===== src/rtl/spi_pkg.sv =====
// ---------------------------------------------------------------------------
// spi_pkg
// Shared definitions for the SPI slave receive front end.
//   state_t             : receive FSM states (IDLE, SHIFT)
//   SCL_IDLE/SS_N_IDLE/MOSI_IDLE : pin levels the synchronisers reset to
//   DEFAULT_DATA_WIDTH  : default received word width
// ---------------------------------------------------------------------------
package spi_pkg;

  typedef enum logic {
    IDLE  = 1'b0,
    SHIFT = 1'b1
  } state_t;

  // Idle levels of an undriven SPI bus in mode 0, used as synchroniser
  // reset values so that a reset never looks like a bus event.
  localparam logic SCL_IDLE  = 1'b0;
  localparam logic SS_N_IDLE = 1'b1;
  localparam logic MOSI_IDLE = 1'b1;

  localparam int DEFAULT_DATA_WIDTH = 8;

endpackage


===== src/rtl/pin_synchronizer.sv =====
// ---------------------------------------------------------------------------
// pin_synchronizer
// Multi-flop synchroniser bringing one asynchronous pin into clk_i.
// Parameters:
//   STAGES    : number of flops in the chain (2 or more)
//   RESET_VAL : level the whole chain is forced to during reset
// Ports:
//   clk_i     : system clock
//   reset_n_i : asynchronous active-low reset
//   d_i       : raw asynchronous pin
//   q_o       : synchronised pin, STAGES clocks behind d_i
// ---------------------------------------------------------------------------
module pin_synchronizer #(
  parameter int   STAGES    = 2,
  parameter logic RESET_VAL = 1'b0
) (
  input  logic clk_i,
  input  logic reset_n_i,
  input  logic d_i,
  output logic q_o
);

  logic [STAGES-1:0] r_chain;

  // Shift chain: bit 0 is the metastability-exposed flop, the top bit is
  // the only one the rest of the design is allowed to look at.
  always_ff @(posedge clk_i or negedge reset_n_i) begin
    if (!reset_n_i) begin
      r_chain <= {STAGES{RESET_VAL}};
    end else begin
      r_chain <= {r_chain[STAGES-2:0], d_i};
    end
  end

  assign q_o = r_chain[STAGES-1];

endmodule


===== src/rtl/spi_rx_frontend.sv =====
// ---------------------------------------------------------------------------
// spi_rx_frontend
// SPI slave receive front end (mode 0, MSB first). Synchronises the raw SPI
// pins into clk_i, produces single-cycle SCL edge strobes and the frame
// enable consumed by the byte transmitter, and deserialises MOSI into words.
//
// Optional feature macro: SPI_RX_OVERRUN_DETECT_EN
//   When defined, adds data_ack_i / overrun_o and tracks unacknowledged words.
//
// Parameters:
//   SYNC_STAGES : synchroniser depth per pin (minimum 2)
//   DATA_WIDTH  : bits per received word (minimum 2)
// Ports:
//   clk_i                   : system clock
//   reset_n_i               : asynchronous active-low reset
//   scl_i, ss_n_i, mosi_i   : raw SPI pins
//   en_o                    : frame active (registered ~ss_n_sync)
//   scl_pos_edge_detected_o : 1-cycle strobe on SCL rise inside a frame
//   scl_neg_edge_detected_o : 1-cycle strobe on SCL fall inside a frame
//   data_o                  : last complete received word (held)
//   data_valid_o            : 1-cycle strobe, data_o updated
//   first_word_o            : with data_valid_o, first word of the frame
//   frame_abort_o           : 1-cycle strobe, frame ended mid-word
//   data_ack_i  (opt)       : consumer has taken data_o
//   overrun_o   (opt)       : sticky, a word arrived before the last was acked
// ---------------------------------------------------------------------------
module spi_rx_frontend
  import spi_pkg::*;
#(
  parameter int SYNC_STAGES = 2,
  parameter int DATA_WIDTH  = DEFAULT_DATA_WIDTH
) (
  input  logic                  clk_i,
  input  logic                  reset_n_i,
  input  logic                  scl_i,
  input  logic                  ss_n_i,
  input  logic                  mosi_i,
  output logic                  en_o,
  output logic                  scl_pos_edge_detected_o,
  output logic                  scl_neg_edge_detected_o,
  output logic [DATA_WIDTH-1:0] data_o,
  output logic                  data_valid_o,
  output logic                  first_word_o,
  output logic                  frame_abort_o
`ifdef SPI_RX_OVERRUN_DETECT_EN
  ,
  input  logic                  data_ack_i,
  output logic                  overrun_o
`endif
);

  localparam int CNT_W = $clog2(DATA_WIDTH);
  localparam logic [CNT_W-1:0] LAST_BIT = CNT_W'(DATA_WIDTH - 1);

  logic w_scl_sync;
  logic w_ss_n_sync;
  logic w_mosi_sync;

  logic r_scl_prev;
  logic r_en;
  logic r_pos;
  logic r_neg;

  state_t                r_state;
  logic [CNT_W-1:0]      r_bit_cnt;
  logic [DATA_WIDTH-2:0] r_shift;
  logic [DATA_WIDTH-1:0] r_data;
  logic                  r_valid;
  logic                  r_first;
  logic                  r_abort;
  logic                  r_word_first;

  state_t                w_state_next;
  logic [CNT_W-1:0]      w_cnt_next;
  logic [DATA_WIDTH-2:0] w_shift_next;
  logic [DATA_WIDTH-1:0] w_data_next;
  logic                  w_valid_next;
  logic                  w_first_next;
  logic                  w_abort_next;
  logic                  w_word_first_next;

  pin_synchronizer #(.STAGES(SYNC_STAGES), .RESET_VAL(SCL_IDLE)) u_sync_scl (
    .clk_i     (clk_i),
    .reset_n_i (reset_n_i),
    .d_i       (scl_i),
    .q_o       (w_scl_sync)
  );

  pin_synchronizer #(.STAGES(SYNC_STAGES), .RESET_VAL(SS_N_IDLE)) u_sync_ss_n (
    .clk_i     (clk_i),
    .reset_n_i (reset_n_i),
    .d_i       (ss_n_i),
    .q_o       (w_ss_n_sync)
  );

  pin_synchronizer #(.STAGES(SYNC_STAGES), .RESET_VAL(MOSI_IDLE)) u_sync_mosi (
    .clk_i     (clk_i),
    .reset_n_i (reset_n_i),
    .d_i       (mosi_i),
    .q_o       (w_mosi_sync)
  );

  // Edge detection and frame enable. The strobes and en_o are registered
  // from the same synchronised ss_n sample, so a strobe can only ever be
  // high in a cycle where en_o is also high, and never while idle.
  always_ff @(posedge clk_i or negedge reset_n_i) begin
    if (!reset_n_i) begin
      r_scl_prev <= SCL_IDLE;
      r_en       <= 1'b0;
      r_pos      <= 1'b0;
      r_neg      <= 1'b0;
    end else begin
      r_scl_prev <= w_scl_sync;
      r_en       <= ~w_ss_n_sync;
      r_pos      <= ~w_ss_n_sync & ~r_scl_prev &  w_scl_sync;
      r_neg      <= ~w_ss_n_sync &  r_scl_prev & ~w_scl_sync;
    end
  end

  // State and datapath registers for the receive FSM.
  always_ff @(posedge clk_i or negedge reset_n_i) begin
    if (!reset_n_i) begin
      r_state      <= IDLE;
      r_bit_cnt    <= '0;
      r_shift      <= '0;
      r_data       <= '0;
      r_valid      <= 1'b0;
      r_first      <= 1'b0;
      r_abort      <= 1'b0;
      r_word_first <= 1'b1;
    end else begin
      r_state      <= w_state_next;
      r_bit_cnt    <= w_cnt_next;
      r_shift      <= w_shift_next;
      r_data       <= w_data_next;
      r_valid      <= w_valid_next;
      r_first      <= w_first_next;
      r_abort      <= w_abort_next;
      r_word_first <= w_word_first_next;
    end
  end

  // Next-state and datapath logic. A slave-select release takes priority
  // over any SCL strobe seen in the same cycle, so a bit clocked in while
  // the frame is ending is dropped. Only the low DATA_WIDTH-1 bits are kept
  // in the shift register; the final bit goes straight into data_o.
  always_comb begin
    w_state_next      = r_state;
    w_cnt_next        = r_bit_cnt;
    w_shift_next      = r_shift;
    w_data_next       = r_data;
    w_valid_next      = 1'b0;
    w_first_next      = 1'b0;
    w_abort_next      = 1'b0;
    w_word_first_next = r_word_first;

    case (r_state)
      IDLE: begin
        w_cnt_next        = '0;
        w_word_first_next = 1'b1;
        if (!w_ss_n_sync) begin
          w_state_next = SHIFT;
        end
      end

      SHIFT: begin
        if (w_ss_n_sync) begin
          w_state_next = IDLE;
          w_cnt_next   = '0;
          w_abort_next = (r_bit_cnt != '0);
        end else if (r_pos) begin
          w_shift_next = (DATA_WIDTH-1)'({r_shift, w_mosi_sync});
          if (r_bit_cnt == LAST_BIT) begin
            w_data_next       = {r_shift, w_mosi_sync};
            w_valid_next      = 1'b1;
            w_first_next      = r_word_first;
            w_cnt_next        = '0;
            w_word_first_next = 1'b0;
          end else begin
            w_cnt_next = r_bit_cnt + CNT_W'(1);
          end
        end
      end

      default: begin
        w_state_next = IDLE;
      end
    endcase
  end

  assign en_o                    = r_en;
  assign scl_pos_edge_detected_o = r_pos;
  assign scl_neg_edge_detected_o = r_neg;
  assign data_o                  = r_data;
  assign data_valid_o            = r_valid;
  assign first_word_o            = r_first;
  assign frame_abort_o           = r_abort;

`ifdef SPI_RX_OVERRUN_DETECT_EN
  logic r_pending;
  logic r_overrun;

  // Pending tracks a presented word the consumer has not acked yet. A word
  // that is presented while an older one is still pending, and is not acked
  // in that very cycle, latches the sticky overrun flag. A simultaneous ack
  // retires the old word but the new one becomes pending. Overrun is cleared
  // in the cycle en_o rises, i.e. at the start of every new frame.
  always_ff @(posedge clk_i or negedge reset_n_i) begin
    if (!reset_n_i) begin
      r_pending <= 1'b0;
      r_overrun <= 1'b0;
    end else begin
      if (r_valid) begin
        r_pending <= 1'b1;
      end else if (data_ack_i) begin
        r_pending <= 1'b0;
      end

      if (!r_en && !w_ss_n_sync) begin
        r_overrun <= 1'b0;
      end else if (r_valid && r_pending && !data_ack_i) begin
        r_overrun <= 1'b1;
      end
    end
  end

  assign overrun_o = r_overrun;
`endif

endmodule


===== config.mk =====
export PLATFORM = sky130hd
export DESIGN_NAME = spi_rx_frontend
export DESIGN_NICKNAME = d
export VERILOG_FILES = /design/src/rtl/spi_pkg.sv /design/src/rtl/pin_synchronizer.sv /design/src/rtl/spi_rx_frontend.sv
export SDC_FILE = /design/constraint.sdc
export NUM_CORES = 1
export LEC_CHECK = 0
export CAP_MARGIN = 10
export CORE_MARGIN = 5
export CORE_UTILIZATION = 50
export DETAILED_ROUTE_END_ITERATION = 7
export PLACE_DENSITY = 0.81
export SLEW_MARGIN = 20
export SYNTH_ARGS = -nofsm -noshare
export SYNTH_HDL_FRONTEND = slang
export SYNTH_SLANG_ARGS = --single-unit

===== constraint.sdc =====
create_clock -name clk_i -period 2.33 [get_ports clk_i]
set_input_delay 0.699 -clock clk_i [delete_from_list [all_inputs] [get_ports clk_i]]
set_output_delay 0.699 -clock clk_i [all_outputs]
set_load 0.1 [all_outputs]

==> results of run 1 <==
==> layer usage <==
metal | part of all wire (%) | wire [um] | up-vias
li1 | - | - | 306
met1 | 45 | 770 | 318
met2 | 47 | 801 | 20
met3 | 6.2 | 105 | 4
met4 | 1.5 | 26 | 0
met5 | 0 | 0 | -
==> power groups by stage <==
| stage | clock (uW) | sequential [uW] | combinational [uW] |
|---|---|---|---|
| detailed placement | 0 | 611 | 66.6 |
| CTS | 333 | 600 | 66.9 |
| finish | 316 | 599 | 65.1 |
| global route | 359 | 604 | 70.9 |
| global placement | 0 | 609 | 64.7 |
| floorplan | 0 | 620 | 21.6 |
==> state kept, by name (all words and copies together) (netlist names), 2 cells and up <==
| register | flops |
|---|---|
| u_sync_ss_n.r_chain | 2 |
| r_shift | 7 |
| u_sync_scl.r_chain | 2 |
| u_sync_mosi.r_chain | 2 |
| r_bit_cnt | 3 |
| data_o | 8 |
==> cell usage after synthesis <==
| cell | number |
|---|---|
| nand4b_4 | 1 |
| and3b_1 | 1 |
| nand3b_2 | 1 |
| or3b_1 | 1 |
| ha_1 | 4 |
| mux2_2 | 15 |
| buf_2 | 1 |
| nand2b_1 | 2 |
| a21oi_1 | 2 |
| o21ai_0 | 1 |
| nand2_1 | 2 |
| dfstp_2 | 5 |
| dfrtp_1 | 27 |
| mux2i_1 | 2 |
| nor2_1 | 3 |
| inv_1 | 6 |
| nor3b_1 | 2 |
==> worst max-delay path by stage <==
| stage | from | endpoint |
|---|---|---|
| floorplan | scl_pos_edge_detected_o | data_o[0] |
| CTS | scl_pos_edge_detected_o | scl_pos_edge_detected_o |
| detailed placement | scl_pos_edge_detected_o | scl_pos_edge_detected_o |
| finish | scl_pos_edge_detected_o | scl_pos_edge_detected_o |
| global placement | scl_pos_edge_detected_o | scl_pos_edge_detected_o |
| global route | scl_pos_edge_detected_o | scl_pos_edge_detected_o |
==> per-stage QoR <==
stage	power [uW]	std cells	util (%)	area, um2	setup WS [ps]
after detailed placement	677	122	62.5	1400	820
after floorplan	641	76	-	1190	461
after CTS	1000	130	65.2	1460	457
after global placement	674	122	62.5	1400	833
after global routing	1030	130	65.2	1460	408
final	980	130	65.2	1460	480
==> final cells by class <==
| class | instances | area, um2 | share of cell area, % |
|---|---|---|---|
| repair buffers | 19 | 178 | 12.2 |
| flip-flops and latches | 32 | 807 | 55.4 |
| inverters | 6 | 22.5 | 1.55 |
| well taps | 28 | 35.0 | 2.41 |
| clock inverters | 2 | 10.0 | 0.687 |
| clock buffers | 6 | 51.3 | 3.52 |
| multi-input cells | 37 | 353 | 24.2 |
==> kinds of logic (layout without fill, tap and decap cells) <==
| kind of cell | count (synthesis) | count (layout) |
|---|---|---|
| DFF | 32 | 32 |
| adders and majority gates | 4 | 4 |
| AOI/OAI and AO/OA | 3 | 3 |
| and+or+nand+nor | 13 | 13 |
| buffers and inverters | 7 | 33 |
| muxes | 17 | 17 |
==> results.json, run 1 <==
{
  "status": "finished clean",
  "synthCells": 76,
  "seq_area_frac_synth_pct": 68.0,
  "synthTopCellsByArea": "dfrtp_1, mux2_2, dfstp_2",
  "drv_cap": 0,
  "initial_core_util_pct": 53.2,
  "rsz0062_at_grt": "no",
  "cts_tree": "yes",
  "yosysTopAreaCell": "dfrtp_1",
  "cts_buffers": 5,
  "seqPwrFrac_pct": 61.1,
  "synthMuxAreaShare_pct": 15.9,
  "grt_overflow": 0,
  "critPathRequiredTime_ps": 1630,
  "synth_fa_ha_area_share_pct": 4.21,
  "whs_ps": 361,
  "pwr-share-clk_pct": 32.3,
  "setup_viol": 0,
  "wire_per_inst_um": 13.1,
  "ys_types": 17,
  "power_density_mw_per_mm2": 673,
  "min_to": "u_sync_mosi.r_chain[1]",
  "fin_tns_setup_ps": 0,
  "clockBufferDepth": 2,
  "holdPathStages": 0,
  "hpwlAfterDp_um": 1190,
  "clk_latency_ps": 320,
  "period_minus_slack_ps": 1850,
  "synth_top_family_by_area": "multiplexers",
  "critPathTopFamily": "flip-flops",
  "r2r_end": "data_o[7]",
  "grt_pass1_vias": 691,
  "core_mm2": 0.00223,
  "grt_max_degree": 33,
  "drt-pass1-iter-count": 4,
  "die_h_um": 58.7,
  "use_met1_pct": 15.1,
  "drc": 0,
  "fin_nets": 110,
  "fillers": 157,
  "crit_path_end_kind": "primary output",
  "cts-root-buf": "clkbuf_4",
  "clock_sinks": 32,
  "max-vdd-ir-drop_mv": 0.445,
  "worstPathArrival_ps": 1150,
  "cts_max_level": 2,
  "finalHoldViolations": 0,
  "p_sw_share_pct": 23.2,
  "yosys_warnings": 0,
  "avgSynthCellArea_um2": 15.6,
  "cp.buffers_inverters": 1,
  "io_buffers": 18,
  "reg2regPathDepth": 4,
  "slew_viol_final": 0,
  "area_delta_synth_final_pct": 22.7,
  "ant_nets": 0,
  "hold_buffers": 0,
  "antenna_found_initial": 0,
  "gp_congestion": 0.781,
  "wirelength_um": 1700,
  "hold_class": "reg2reg",
  "ys_seq_elements": 32,
  "synth-simple-area-share_pct": 8.32,
  "clkTransAtPathRegs_ps": 90,
  "crit_type": "reg2out",
  "syn_area_mm2": 0.00119,
  "synth_top_area_share_pct": 56.9,
  "busiest_layer": "met2",
  "avgViaCountPerCell": 4.98,
  "worstMarginPinSlew_ps": 420,
  "synthXorXnorAreaFrac_pct": 0,
  "max_stage_delay_ps": 610,
  "power_frac_comb_pct": 6.6,
  "die_area_mm2": 0.00345,
  "hold_start": "u_sync_mosi.r_chain[0]",
  "diodes": 0,
  "crit_cells": 1,
  "fmax_mhz": 540,
  "slowest_stage": "dfrtp_1",
  "vias": 648,
  "drive_above_1_share_pct": 44.1,
  "synthesis.nets": 85,
  "p_int_uw": 753,
  "final_cell_mix": "dfrtp_1, mux2_2, buf_4",
  "cp_max_fo": 8,
  "start_kind": "flop",
  "power_switching_uw": 227,
  "maxSlewHeadroom_pct": 72.0,
  "r2r-start": "r_bit_cnt[0]",
  "synth_compound_area_share_pct": 1.26,
  "die_x_um": 58.7,
  "grt_pass1_wl_um": 3040,
  "use_met2_pct": 17.4,
  "post-cts-setup-buffers": 0,
  "grt_use_total_pct": 12.0,
  "grt_use_met3_pct": 4.61,
  "period_share_pct": 79.4,
  "cp_cell_sequence": "buf_12",
  "pin_count": 19,
  "r2r_slack_ps": 820,
  "drt_iter0_markers": 15,
  "cellLeakagePower_uw": 0.000781,
  "final_common_cell": "dfrtp_1",
  "cts_resized": 0,
  "skew_ps": 8.15,
  "rows": 17
}
Note: power is estimated with default switching activity, not from simulation.
==> inputs of run 2 (changes only) <==
CORE_UTILIZATION = 46   (was 50)
PLACE_DENSITY = 0.79   (was 0.81)
clock period = 1.6 ns   (was 2.33 ns; I/O delays follow)
==> results.json, run 2 (synthesized netlist as in run 1, its figures left out) <==
{
  "status": "finished clean",
  "cts_resized": 0,
  "finalHoldViolations": 0,
  "fmax_mhz": 660,
  "diodes": 0,
  "period_minus_slack_ps": 1520,
  "grt_pass1_wl_um": 3340,
  "hold_start": "u_sync_scl.r_chain[0]",
  "final_common_cell": "dfrtp_1",
  "power_density_mw_per_mm2": 861,
  "drive_above_1_share_pct": 44.1,
  "worstMarginPinSlew_ps": 236,
  "multi_input_area_um2": 353,
  "hpwlAfterDp_um": 1460,
  "die_area_mm2": 0.00370,
  "holdPathStages": 0,
  "cts_tree": "yes",
  "max-vdd-ir-drop_mv": 0.683,
  "seq_area_um2": 810,
  "setup_viol": 0,
  "cts_buffers": 5,
  "drt-pass1-iter-count": 2,
  "cts-root-buf": "clkbuf_4",
  "worstPathArrival_ps": 1720,
  "fin_cells": 132,
  "start_kind": "flop",
  "rsz0062_at_grt": "no",
  "avgViaCountPerCell": 4.98,
  "pin_count": 19,
  "cellLeakagePower_uw": 0.000807,
  "critical_path.startpoint": "r_bit_cnt[0]",
  "die_x_um": 60.8,
  "critPathRequiredTime_ps": 1810,
  "utilization_pct": 65.1,
  "ant_nets": 0,
  "grt_overflow": 0,
  "vias": 658,
  "period_share_pct": 94.7,
  "largest_register_ffs": 8,
  "grt_use_total_pct": 13.2,
  "crit_path_end_kind": "flop",
  "drc": 0,
  "drt_iter0_markers": 4,
  "fin_nets": 110,
  "wire_per_inst_um": 14.5,
  "maxSlewHeadroom_pct": 84.2,
  "hold_buffers": 0,
  "dp_cells": 124,
  "die_h_um": 60.8,
  "hold_class": "reg2reg",
  "fillers": 193,
  "drv_cap": 0,
  "cp_max_fo": 9,
  "clock_sinks": 32,
  "area_delta_synth_final_pct": 35.8,
  "crit_type": "reg2reg",
  "io_buffers": 18,
  "clk_latency_ps": 320,
  "final_cell_mix": "dfrtp_1, mux2_2, buf_12",
  "initial_core_util_pct": 47.9,
  "clockBufferDepth": 2,
  "placed_cell_area_mm2": 0.00156,
  "wirelength_um": 1920,
  "gp_congestion": 0.831,
  "clkTransAtPathRegs_ps": 90,
  "grt_pass1_vias": 710,
  "antenna_found_initial": 0,
  "post-cts-setup-buffers": 0,
  "slew_viol_final": 0,
  "final_cell_area_mm2": 0.00161,
  "rows": 18,
  "core_mm2": 0.00248,
  "skew_ps": 8.33,
  "r2r-start": "r_bit_cnt[0]",
  "fin_tns_setup_ps": 0,
  "cts_max_level": 2,
  "grt_max_degree": 33,
  "reg2regPathDepth": 4
}
## run 2: cell count changes in the layout (fill, tap and decap cells not counted)
cell,delta
clkbuf_8,-1
buf_4,-13
dfrtp_2,+2
clkbuf_1,+2
dfrtp_1,-2
buf_12,+13
clkinv_2,-1
## run 2: final timing paths
kind	end	slack, ps
setup / recovery	data_o[0]	80
hold / removal	u_sync_scl.r_chain[1]	360
setup reg to reg	data_o[0]	80
hold reg to reg	u_sync_scl.r_chain[1]	360
max in group asynchronous	r_word_first	850
min in group asynchronous	data_o[5]	510
## run 2: cell type report
cell class	instances	area share, %
clock inverters	1	0.310
flip-flops and latches	32	50.2
inverters	6	1.40
multi-input cells	37	21.9
clock buffers	7	2.79
well taps	30	2.33
repair buffers	19	21.1
## run 2: metrics by stage
step	setup WS (ps)	power, uW	hold slack (ps)
floorplan	42.4	934	184
global placement	145	989	337
detailed placement	88.0	996	343
CTS	73.1	1410	365
global route	8.11	1460	376
finish	85.0	1390	362
## run 2: power breakdown
part	switching, uW	leakage, uW	internal (uW)
clock network	240	0.0000293	171
logic	53.0	0.000364	49.0
registers	29.6	0.000414	846
## run 2: metal layers
metal	wire length [um]	share of wire, %	vias up	track usage, %
met5	0	0	-	0
met4	29	1.5	0	5.57
met3	138	7.2	4	7.02
met2	1050	55	18	21.8
met1	698	36	333	14.0
li1	-	-	303	-
## run 2: worst max-delay path: stages (launching register included)
cell	delay, ps
dfrtp_1	420
ha_1	240
ha_1	220
nand4b_4	180
mux2_2	350
==> patch 1: new RTL, config.mk and constraints of run 2 <==
The option `SPI_RX_OVERRUN_DETECT_EN` is turned on by a define.
--- a/src/rtl/spi_rx_frontend.sv
+++ b/src/rtl/spi_rx_frontend.sv
@@ -24,6 +24,8 @@
 //   data_ack_i  (opt)       : consumer has taken data_o
 //   overrun_o   (opt)       : sticky, a word arrived before the last was acked
 // ---------------------------------------------------------------------------
+`define SPI_RX_OVERRUN_DETECT_EN
+
 module spi_rx_frontend
   import spi_pkg::*;
 #(
Interface: changed (added data_ack_i and overrun_o); port bits go from 19 to 21. No check against the original RTL was run, so the function may have changed too.
==> patch 1 against run 2 <==
- sequential cell count increased by 2
- design area increased by 9.1%
- synthesized cell count increased by 9.2%
- maximum frequency increased by 0.19%
- routed wire length increased by 2.3%
- via count increased by 8.7%
- total power increased by 9.4%
- area after synthesis increased by 8.0%
- worst setup slack improved by 0.0029 ns
- largest cell class unchanged
==> patch 1: results (changes against run 2) <==
metric	value	unit	change
status	finished, final reports clean		
number of enable flip-flop cells after synthesis	0		unchanged
sw frac	23.4	%	+0.15 points
First DRT Iteration DRCs	5		+1
Compound-Gate Fraction of Synth Area	2.54	%	+1.3 points
max reg flops	8		unchanged
gpl congestion	0.812		-2.2%
drt wl/cell	13.7	µm	-5.6%
top post-synthesis cells by count	29 x dfrtp_1, 15 x mux2_2, 7 x inv_1		
H-tree levels	2		unchanged
Worst-Skew Late Latency	0.33	ns	
M1 GR Usage	14.2	%	+0.18 points
First-pass DRT Iterations	2		unchanged
first-pass GRT wire length	3.59	mm	+7.6%
number of global-route vias before repair	804		+13%
initial antenna violation count	0		unchanged
layout cells sized above 1	44.6	%	+0.53 points
CTS Buf Count	5		unchanged
Least-Margin Pin Slew	0.219	ns	-0.0166 ns
n_diodes	0		unchanged
XOR/XNOR Fraction of Synth Area	0	%	unchanged
Longest Clk Path Bufs	2		unchanged
GR met2 Demand/Resource	17.2	%	-4.6 points
Netlist cell types	21		+4
Lkg Pwr	0.907	nW	+12%
Syn Nets	93		+9.4%
main flop type after synthesis	dfrtp_1		
CP arrival	1.03	ns	-0.69 ns
met3 Use GR	5.94	%	-1.1 points
Tot GR Track Use	11.8	%	-1.3 points
Fill cells	194		+0.52%
# port buffers	20		+2
cts repair resizes	0		unchanged
Synth area leaders	dfrtp_1 57%, mux2_2 13%, dfstp_2 10%, ha_1 3.9%, inv_1 2.0%		
Peak VDD IR	0.814	mV	+19%
CP max-delay cell	dfrtp_2		
clk slew on worst S/H paths	0.10	ns	
Seq/Total Area, Yosys	66.8	%	-1.1 points
Crit path max-delay family	flip-flops		
Vias	715		+8.7%
Crit Path Max Fanout	7		-2
clk_skew	0.0111	ns	+0.00272 ns
largest net degree at the start of global routing	35		+6.1%
multiplexer share of the synthesized area	14.7	%	-1.2 points
post-synthesis adder-cell area fraction	3.90	%	-0.31 points
CTS Root Cell	clkbuf_4		
pre-CTS setup slack	0.0955	ns	+0.00754 ns
Syn. warnings	0		unchanged
# nets final	121		+10%
Min-Delay Path Class	flip-flop to flip-flop		
Critical Path Max Stage Delay	0.50	ns	+0.08 ns
post-detail-place hpwl	1.38	mm	-4.9%
post-synthesis async set-or-reset flop share	100	%	unchanged
## patch 1: cells by family after synthesis
logic type                 Yosys count
and+or+nand+nor                     14
AOI/OAI and AO/OA                    5
DFF                                 34
buffers and inverters                9
adders and majority gates            4
muxes                               17
## patch 1: power groups by stage
stage          registers, mW  logic [mW]  clock network, mW
2_1_floorplan          0.953      0.0363                  0
3_3_place_gp           0.940       0.106                  0
3_5_place_dp           0.943       0.109                  0
4_1_cts                0.926       0.109              0.509
5_1_grt                0.930       0.123              0.550
6_report               0.924       0.112              0.484
## patch 1: area by class of cell
type | instances | area (µm²) | share of cell area (%)
Clock buffer | 7 | 55.1 | 3.13
Clock inverter | 1 | 5.00 | 0.284
Inverter | 7 | 26.3 | 1.49
Multi-Input combinational cell | 40 | 389 | 22.1
Sequential cell | 34 | 860 | 48.9
Tap cell | 31 | 38.8 | 2.20
Timing Repair Buffer | 23 | 385 | 21.9
## patch 1: worst paths after layout
kind	start	endpoint	slack [ns]	cells after the start
setup / recovery	en_o	en_o	0.09	1
hold / removal	u_sync_ss_n.r_chain[0]	u_sync_ss_n.r_chain[1]	0.35	0
setup reg to reg	r_bit_cnt[0]	data_o[5]	0.09	4
hold reg to reg	u_sync_ss_n.r_chain[0]	u_sync_ss_n.r_chain[1]	0.35	0
max in group asynchronous	reset_n_i	u_sync_ss_n.r_chain[0]	0.84	2
min in group asynchronous	reset_n_i	r_shift[2]	0.51	2
## patch 1: routing by layer
| metal | vias to the layer above | part of all wire (%) |
|---|---|---|
| li1 | 335 | - |
| met1 | 354 | 43 |
| met2 | 20 | 48 |
| met3 | 6 | 6.7 |
| met4 | 0 | 2.2 |
| met5 | - | 0 |
## patch 1: through the flow
step	cell area [µm²]	hold slack (ns)	instances
after floorplan	1280	0.184	83
after global placement	1680	0.334	133
after detailed placement	1680	0.349	133
after CTS	1740	0.347	141
after global routing	1760	0.353	143
final	1760	0.347	143
## patch 1: repair_timing
action	in CTS	in global routing
setup buffers	0	2
hold buffers	0	0
endpoints found under the setup margin	0	1
==> patch 2: new RTL, flow settings as in run 2 <==
Without the edit above. Add an input register stage for `scl_i`, `ss_n_i` and `mosi_i`, cleared by the reset; this delays them by one clock.
--- a/src/rtl/spi_rx_frontend.sv
+++ b/src/rtl/spi_rx_frontend.sv
@@ -52,6 +52,22 @@
   localparam int CNT_W = $clog2(DATA_WIDTH);
   localparam logic [CNT_W-1:0] LAST_BIT = CNT_W'(DATA_WIDTH - 1);
 
+  logic scl_q;
+  logic ss_n_q;
+  logic mosi_q;
+
+  always_ff @(posedge clk_i or negedge reset_n_i) begin
+    if (!reset_n_i) begin
+      scl_q  <= '0;
+      ss_n_q <= '0;
+      mosi_q <= '0;
+    end else begin
+      scl_q  <= scl_i;
+      ss_n_q <= ss_n_i;
+      mosi_q <= mosi_i;
+    end
+  end
+
   logic w_scl_sync;
   logic w_ss_n_sync;
   logic w_mosi_sync;
@@ -82,21 +98,21 @@
   pin_synchronizer #(.STAGES(SYNC_STAGES), .RESET_VAL(SCL_IDLE)) u_sync_scl (
     .clk_i     (clk_i),
     .reset_n_i (reset_n_i),
-    .d_i       (scl_i),
+    .d_i       (scl_q),
     .q_o       (w_scl_sync)
   );
 
   pin_synchronizer #(.STAGES(SYNC_STAGES), .RESET_VAL(SS_N_IDLE)) u_sync_ss_n (
     .clk_i     (clk_i),
     .reset_n_i (reset_n_i),
-    .d_i       (ss_n_i),
+    .d_i       (ss_n_q),
     .q_o       (w_ss_n_sync)
   );
 
   pin_synchronizer #(.STAGES(SYNC_STAGES), .RESET_VAL(MOSI_IDLE)) u_sync_mosi (
     .clk_i     (clk_i),
     .reset_n_i (reset_n_i),
-    .d_i       (mosi_i),
+    .d_i       (mosi_q),
     .q_o       (w_mosi_sync)
   );
 
Check against the original RTL: not equivalent (a bounded check fails within 4 cycles, from zero or initial values and one cycle with reset_n_i low).
==> patch 2 against run 2 <==
- clock skew decreased by 0.0023 ns
- via count increased by 1.8%
- count of clock-buffer cells in the layout decreased by 2
- total power increased by 9.3%
- design area increased by 5.7%
- routed wire length decreased by 2.7%
- non-clock buffer count increased by 1
- largest cell class unchanged
- worst setup slack got worse by 0.019 ns
- sequential cell count increased by 3
- area after synthesis increased by 6.3%
- critical path type is now flip-flop to primary output
==> patch 2: results (changes against run 2) <==
metric	value	unit	change
status	finished, final reports clean		
Worst Hold Path EP	u_sync_scl.r_chain[1]		
post-CTS repair timing setup buffer count	0		unchanged
post-DR vias/cell	4.89		-1.9%
Critical Path Max Stage Delay	0.51	ns	+0.09 ns
CP max-delay cell	dfrtp_2		
Worst-Skew Late Latency	0.34	ns	+0.02 ns
first-pass GRT wire length	3.35	mm	+0.21%
Crit path max-delay family	flip-flops		
# port buffers	18		unchanged
reg2reg end	data_o[3]		
final WL	1.86	mm	-2.7%
R2R setup slack	0.07	ns	-0.02 ns
First-pass DRT Iterations	2		unchanged
WHS	0.360	ns	-0.00173 ns
Lkg Pwr	0.845	nW	+4.7%
post-route ant nets	0		unchanged
Peak VDD IR	0.901	mV	+32%
post-detail-place hpwl	1.37	mm	-5.8%
top post-synthesis cells by count	30 x dfrtp_1, 15 x mux2_2, 6 x inv_1		
Netlist cell types	17		unchanged
Compound-Gate Fraction of Synth Area	1.19	%	-0.075 points
met3 Use GR	6.12	%	-0.91 points
Final Hold Fails	0		unchanged
syn_area_per_cell	16.0	µm²	+2.3%
Syn. warnings	0		unchanged
Synth area leaders	dfrtp_1 59%, mux2_2 13%, dfstp_2 10%, ha_1 4.0%, nand4b_4 1.9%		
post-synthesis adder-cell area fraction	3.96	%	-0.25 points
CP arrival	1.05	ns	-0.67 ns
clk_skew	0.00601	ns	-0.00232 ns
Tot GR Track Use	11.4	%	-1.8 points
Rel. slew slack	80.4	%	-3.8 points
placed insts	129		+4.0%
Seq/Total Area, Yosys	69.9	%	+1.9 points
Crit Path Max Fanout	8		-1
pre-CTS setup slack	0.0866	ns	-0.00134 ns
Vias	670		+1.8%
Fill cells	188		-2.6%
multiplexer share of the synthesized area	15.0	%	-0.95 points
First DRT Iteration DRCs	12		+8
# nets final	114		+3.6%
gpl congestion	0.787		-5.2%
H-tree levels	2		unchanged
largest net degree at the start of global routing	22		-33%
Hold Startpoint	u_sync_scl.r_chain[0]		
worst r2r src	r_bit_cnt[0]		
Syn Nets	88		+3.5%
layout cells sized above 1	45.3	%	+1.2 points
number of global-route vias before repair	731		+3.0%
post-synthesis async set-or-reset flop share	100	%	unchanged
GR met2 Demand/Resource	15.4	%	-6.4 points
FF-to-FF path depth	4		unchanged
WHS Path Cells	0		unchanged
initial antenna violation count	0		unchanged
M1 GR Usage	13.5	%	-0.53 points
[patch 2: cell type report]
class,instances,area share [%]
flip-flops and latches,35,51.9
multi-input cells,37,20.7
repair buffers,20,20.4
well taps,31,2.28
clock buffers,5,2.20
inverters,6,1.32
clock inverters,3,1.17
[patch 2: report_power, final]
part / internal, mW / leakage (nW) / switching [mW]
Clock: 0.168 / 0.0272 / 0.292
Combinational: 0.0499 / 0.369 / 0.0534
Sequential: 0.925 / 0.449 / 0.0292
[patch 2: cells by family after synthesis]
family,Yosys count
mux,17
simple gates,13
flops,35
fa+ha+maj,4
buf+inv,7
compound gates,3
[patch 2: per-stage QoR]
stage	power [mW]	instance area (µm²)
after floorplan	1.01	1260
after global routing	1.59	1700
after CTS	1.55	1700
after global placement	1.07	1650
after detailed placement	1.08	1650
final	1.52	1700
[patch 2: per-layer routing]
metal / wire, µm / up-vias
met5: 0 / -
met4: 78 / 0
met3: 103 / 8
met2: 896 / 18
met1: 784 / 330
li1: - / 314
[patch 2: worst max path at each step]
stage / start / slack [ns] / end / cells past startpoint
floorplan: scl_pos_edge_detected_o / 0.04 / data_o[0] / 3
global placement: r_bit_cnt[0] / 0.15 / data_o[3] / 4
detailed placement: r_bit_cnt[0] / 0.09 / data_o[3] / 4
CTS: scl_pos_edge_detected_o / 0.04 / scl_pos_edge_detected_o / 1
global route: r_bit_cnt[0] / 0.006 / data_o[3] / 4
finish: scl_pos_edge_detected_o / 0.07 / scl_pos_edge_detected_o / 1
